File: config.mk
export PLATFORM = sky130hd
export DESIGN_NAME = sfp_feeder
export DESIGN_NICKNAME = d
export VERILOG_FILES = /design/src/rtl/sfp_pkg.sv /design/src/rtl/sfp_fifo.sv /design/src/rtl/sfp_feeder.sv
export SDC_FILE = /design/constraint.sdc
export NUM_CORES = 1
export LEC_CHECK = 0
export CORE_MARGIN = 1.5
export CORE_UTILIZATION = 45
export DETAILED_ROUTE_END_ITERATION = 16
export SLEW_MARGIN = 20
export SYNTH_ARGS = -nofsm -noshare
export SYNTH_HDL_FRONTEND = slang
export SYNTH_SLANG_ARGS = --single-unit
File: constraint.sdc
create_clock -name clk -period 3.4 [get_ports clk]
set_input_delay 0.68 -clock clk [delete_from_list [all_inputs] [get_ports clk]]
set_output_delay 0.68 -clock clk [all_outputs]
set_load 0.05 [all_outputs]
File: src/rtl/sfp_pkg.sv
// Shared FSM state type and default sizing for the partial-sum feeder.
// Imported by sfp_fifo and sfp_feeder.
package sfp_pkg;
  localparam int BW_DEF    = 4;
  localparam int DEPTH_DEF = 8;

  typedef enum logic [2:0] {
    IDLE,
    CLR,
    ACC,
    RELU,
    DONE
  } state_t;
endpackage

File: src/rtl/sfp_fifo.sv
// Circular-buffer FIFO: a push becomes poppable on the following cycle (no bypass path).
// full/empty come from the occupancy count only; flush empties it on the next edge and drops a concurrent push.
module sfp_fifo
  import sfp_pkg::*;
#(
  parameter int bw    = BW_DEF,
  parameter int depth = DEPTH_DEF
) (
  input  logic          clk,
  input  logic          rst_n,
  input  logic          flush_i,
  input  logic          push_i,
  input  logic [bw-1:0] push_dat_i,
  input  logic          pop_i,
  output logic [bw-1:0] head_dat_o,
  output logic          full_o,
  output logic          empty_o
);
  localparam int AW = (depth > 1) ? $clog2(depth) : 1;
  localparam int CW = AW + 1;
  localparam logic [CW-1:0] FULL_CNT = CW'(depth);

  logic [bw-1:0] mem_q [depth];
  logic [AW-1:0] wr_ptr_q, wr_ptr_d;
  logic [AW-1:0] rd_ptr_q, rd_ptr_d;
  logic [CW-1:0] cnt_q, cnt_d;
  logic          do_push;
  logic          do_pop;

  assign full_o     = (cnt_q == FULL_CNT);
  assign empty_o    = (cnt_q == '0);
  assign head_dat_o = mem_q[rd_ptr_q];
  assign do_push    = push_i && !full_o && !flush_i;
  assign do_pop     = pop_i && !empty_o && !flush_i;

  // depth is a power of two, so pointers wrap by plain overflow
  always_comb begin
    wr_ptr_d = wr_ptr_q;
    rd_ptr_d = rd_ptr_q;
    cnt_d    = cnt_q;
    if (flush_i) begin
      wr_ptr_d = '0;
      rd_ptr_d = '0;
      cnt_d    = '0;
    end else begin
      if (do_push) wr_ptr_d = wr_ptr_q + AW'(1);
      if (do_pop)  rd_ptr_d = rd_ptr_q + AW'(1);
      if (do_push && !do_pop)      cnt_d = cnt_q + CW'(1);
      else if (do_pop && !do_push) cnt_d = cnt_q - CW'(1);
    end
  end

  always_ff @(posedge clk or negedge rst_n) begin
    if (!rst_n) begin
      wr_ptr_q <= '0;
      rd_ptr_q <= '0;
      cnt_q    <= '0;
    end else begin
      wr_ptr_q <= wr_ptr_d;
      rd_ptr_q <= rd_ptr_d;
      cnt_q    <= cnt_d;
    end
  end

  always_ff @(posedge clk) begin
    if (do_push) mem_q[wr_ptr_q] <= push_dat_i;
  end
endmodule

File: src/rtl/sfp_feeder.sv
// Buffers column partial sums and sequences clear / accumulate / threshold strobes; all strobes registered.
// in_ready = FIFO not full; optional abort port under SFP_FEEDER_ABORT_EN.
module sfp_feeder
  import sfp_pkg::*;
#(
  parameter int bw    = BW_DEF,
  parameter int depth = DEPTH_DEF
) (
  input  logic                 clk,
  input  logic                 reset,
  input  logic signed [bw-1:0] in_data,
  input  logic                 in_valid,
  output logic                 in_ready,
  input  logic                 start,
  input  logic [3:0]           len,
`ifdef SFP_FEEDER_ABORT_EN
  input  logic                 abort,
`endif
  output logic signed [bw-1:0] out,
  output logic                 acc,
  output logic                 relu,
  output logic                 psum_clr,
  output logic                 busy,
  output logic                 done
);
  state_t               state_q, state_d;
  logic [3:0]           rem_q, rem_d;
  logic signed [bw-1:0] out_q;
  logic                 acc_q, relu_q, psum_clr_q, done_q;
  logic                 pop;
  logic                 kill;
  logic                 fifo_full, fifo_empty;
  logic [bw-1:0]        fifo_head;

`ifdef SFP_FEEDER_ABORT_EN
  assign kill = abort;
`else
  assign kill = 1'b0;
`endif

  sfp_fifo #(.bw(bw), .depth(depth)) u_fifo (
    .clk        (clk),
    .rst_n      (reset),
    .flush_i    (kill),
    .push_i     (in_valid),
    .push_dat_i (in_data),
    .pop_i      (pop),
    .head_dat_o (fifo_head),
    .full_o     (fifo_full),
    .empty_o    (fifo_empty)
  );

  // ACC leaves only once remaining is already zero, so the last acc strobe never overlaps relu
  always_comb begin
    state_d = state_q;
    rem_d   = rem_q;
    pop     = 1'b0;
    unique case (state_q)
      IDLE: if (start) begin
        state_d = CLR;
        rem_d   = len;
      end
      CLR:  state_d = (rem_q != 4'd0) ? ACC : RELU;
      ACC:  if (rem_q == 4'd0) begin
        state_d = RELU;
      end else if (!fifo_empty) begin
        pop   = 1'b1;
        rem_d = rem_q - 4'd1;
      end
      RELU: state_d = DONE;
      DONE: state_d = IDLE;
      default: state_d = IDLE;
    endcase
    if (kill) begin
      state_d = IDLE;
      rem_d   = '0;
      pop     = 1'b0;
    end
  end

  always_ff @(posedge clk or negedge reset) begin
    if (!reset) begin
      state_q    <= IDLE;
      rem_q      <= '0;
      out_q      <= '0;
      acc_q      <= 1'b0;
      relu_q     <= 1'b0;
      psum_clr_q <= 1'b0;
      done_q     <= 1'b0;
    end else begin
      state_q    <= state_d;
      rem_q      <= rem_d;
      acc_q      <= pop;
      if (pop) out_q <= fifo_head;
      psum_clr_q <= (state_d == CLR);
      relu_q     <= (state_d == RELU);
      done_q     <= (state_d == DONE);
    end
  end

  assign in_ready = !fifo_full;
  assign out      = out_q;
  assign acc      = acc_q;
  assign relu     = relu_q;
  assign psum_clr = psum_clr_q;
  assign done     = done_q;
  assign busy     = (state_q != IDLE);
endmodule

==> results.yml <==
routing:
  wire_per_inst_um: 15.1
  dr_total_vias: 1443
  drc_errors: 0
  drt_iter0_markers: 67
  wl_mm: 4.17
  dr.pass1.iters: 4
  via_per_inst: 5.23
  ant_nets: 0
sta:
  rsz0062_at_grt: "no"
  finalMaxSlewViolations: 0
  finalHoldViolations: 0
  period_needed_ns: 2.94
  slew_headroom_pct: 53.4
  fmax_mhz: 340
  setup_violations: 0
  worst_slew_pin_slew_ns: 0.694
  fin_setup_tns_ns: 0
  period_share_pct: 86.6
  clock_skew_ns: 0.00708
critical_path:
  crit_buf_inv: 3
  critPathRequiredTime_ns: 3.58
  critPathCaptureType: "register"
  crit_type: "register to register"
  cpPeakStageDelay_ns: 0.50
  reg2reg_slack_ns: 0.46
  startpoint_type: "register"
  critPathSlowestCell: "nor3b_1"
  crit_family: "compound AO/OA/AOI/OAI gates"
  arrival_ns: 3.13
  crit_chain: "inv_1, ha_1, nor3b_1, nor3_4, inv_1, ha_1, inv_1, ha_1, a21o_1, a2111oi_0, o31ai_1"
  critPathMaxFanout: 5
floorplan:
  core_sq_um: 5200
  die_y_um: 77.2
  design.die.area_sq_um: 5960
  die_width_um: 77.2
  initial_core_util_pct: 47.6
  rows: 26
  ioPinCount: 22
status:
  status: "complete, no violations"
cts:
  h-tree-depth: 3
  cts_tree: "done"
  path_clk_slew_ns: 0.06
  clkSinkCount: 57
  cts_resized: 0
  clk_latency_ns: 0.32
  cts_root_buf: "clkbuf_8"
  cts_buffers: 9
  clock_path_buffers: 2
synthesis:
  netlist_area_sq_um: 2480
  synth-edff-count: 32
  synth_xor_area_share_pct: 2.48
  ys.flop_type: "edfxtp_1"
  synthArstFlopShare_pct: 43.9
  ys_types: 37
  yosys_warnings: 0
  synth.area.mux_share_pct: 11.1
  yosys.area_share.simple_pct: 10.8
  synth_top_family_by_area: "multiplexers"
  ys_ff_latch: 57
  synth-compound-area-share_pct: 5.36
  seq_area_frac_synth_pct: 64.1
  syn_avg_cell_area_sq_um: 14.4
  synthCells: 172
  synth_nets: 191
  synthAdderAreaFrac_pct: 3.84
power:
  pwr_density_cell_nw_per_um2: 993
  ir_drop_uv: 467
  total_power_mw: 2.94
  power.leakage_nw: 1.11
global_routing:
  gr-total-overflow: 0
  grt.total_usage_pct: 16.2
  grt_pass1_vias: 1557
  antenna_found_initial: 0
  grt_max_degree: 26
  grt_pass1_wl_mm: 7.28
layout:
  area_growth_pct: 19.4
  nFillCells: 435
  finalNetCount: 220
  final_layout_size_suffix_gt1_share_pct: 15.0
  multi_input_area_sq_um: 830
  antenna_cells: 0
  ff_latch_area_sq_um: 1590
place:
  portBuffers: 21
  place_congestion: 0.811
  place_hpwl_mm: 3.02
min_path:
  min_path_type: "register to register"
flow_run:
  drv_cap: 0
==> flip-flops by register name, summed over array words and instances (netlist names), 3 cells and up <==
signal           count
u_fifo.mem_q        32
rem_q                4
state_q              3
u_fifo.cnt_q         4
u_fifo.rd_ptr_q      3
u_fifo.wr_ptr_q      3
out                  4
==> worst paths after layout <==
kind                                           startpoint                        endpoint  cells after the start
min reg2reg                u_fifo.wr_ptr_q[0]$_DFFE_PN0P_  u_fifo.wr_ptr_q[0]$_DFFE_PN0P_                      1
max reg2reg                          rem_q[0]$_DFFE_PN0P_     u_fifo.cnt_q[3]$_DFFE_PN0P_                     11
min                        u_fifo.wr_ptr_q[0]$_DFFE_PN0P_  u_fifo.wr_ptr_q[0]$_DFFE_PN0P_                      1
min in group asynchronous                           reset                  done$_DFF_PN0_                      2
max in group asynchronous                           reset            rem_q[3]$_DFFE_PN0P_                      2
max                                  rem_q[0]$_DFFE_PN0P_     u_fifo.cnt_q[3]$_DFFE_PN0P_                     11
==> logic make-up (layout without fill, tap and decap cells) <==
| family | after synthesis | after routing |
|---|---|---|
| adder cells (fa/ha/maj) | 7 | 7 |
| flip-flops | 57 | 57 |
| multiplexers | 17 | 17 |
| XOR/XNOR | 7 | 7 |
| AND/OR/NAND/NOR | 51 | 51 |
| buffers and inverters | 11 | 45 |
| AO/OA/AOI/OAI | 22 | 22 |
==> metal layers <==
| metal | vias up | wire [um] | GRT usage [%] |
|---|---|---|---|
| met4 | 0 | 85 | 8.73 |
| met1 | 719 | 1890 | 20.0 |
| met5 | - | 0 | 0 |
| met3 | 9 | 106 | 4.05 |
| li1 | 693 | - | - |
| met2 | 22 | 2090 | 26.2 |
==> per-stage QoR <==
step	util [%]	hold WS (ns)	std cells	setup slack (ns)	instance area, sq um
after floorplan	-	0.384	172	0.405	2480
after global placement	52.9	0.508	259	0.383	2750
after detailed placement	52.9	0.510	259	0.121	2750
after CTS	56.7	0.522	275	0.120	2950
after global routing	56.8	0.559	276	0.241	2960
final	56.8	0.522	276	0.456	2960
==> synth_stat cells, types with 4 or more instances <==
| library cell | count | area [sq um] |
|---|---|---|
| a21oi_1 | 9 | 45.0 |
| dfrtp_1 | 25 | 626 |
| edfxtp_1 | 32 | 961 |
| ha_1 | 6 | 75.1 |
| inv_1 | 4 | 15.0 |
| mux2i_1 | 6 | 60.1 |
| mux4_2 | 8 | 180 |
| nand2_1 | 9 | 33.8 |
| nor2_1 | 17 | 63.8 |
| nor3_1 | 8 | 40.0 |
| o21ai_0 | 4 | 20.0 |
| xnor2_1 | 5 | 43.8 |
==> layout make-up <==
class                      count  share of cell area, %
inverter                       4                  0.508
sequential                    57                   53.7
clock buffer                  13                   5.37
clock inverter                 3                   1.31
timing repair buffer          25                   8.13
tap                           70                   2.96
multi-input combinational    104                   28.1
==> placed cells by master (no fill, tap or decap), drive strengths merged <==
cell           synthesis  layout
xnor2                  5       5
nor2b                  1       1
o21ai                  4       4
ha                     6       6
edfxtp                32      32
or3b                   1       1
nor4                   1       1
nand2b                 3       3
and2                   2       2
or2                    2       2
nor3                   9       9
clkinv                 0       2
or4                    1       1
mux4                   8       8
inv                    4       4
mux2                   3       3
xor2                   2       2
o22ai                  2       2
nor4b                  1       1
o211ai                 1       1
nand2                  9       9
a2111oi                1       1
a21o                   1       1
a21oi                  9       9
fa                     1       1
mux2i                  6       6
o2bb2ai                1       1
clkdlybuf4s50          0      21
clkbuf                 1      13
nor2                  17      17
dfrtp                 25      25
or3                    1       1
buf                    6       4
nor3b                  2       2
or4b                   1       1
bufinv                 0       1
o31ai                  3       3
==> report_power, final <==
part	switching (mW)	internal, mW
Combinational	0.622	0.534
Sequential	0.219	0.941
Clock	0.244	0.375
==> what timing repair did <==
action                     CTS  global route
setup endpoints to repair    0             1
buffers inserted             0             1
hold buffers                 0             0
No activity file was read; power rests on OpenSTA's default activity.
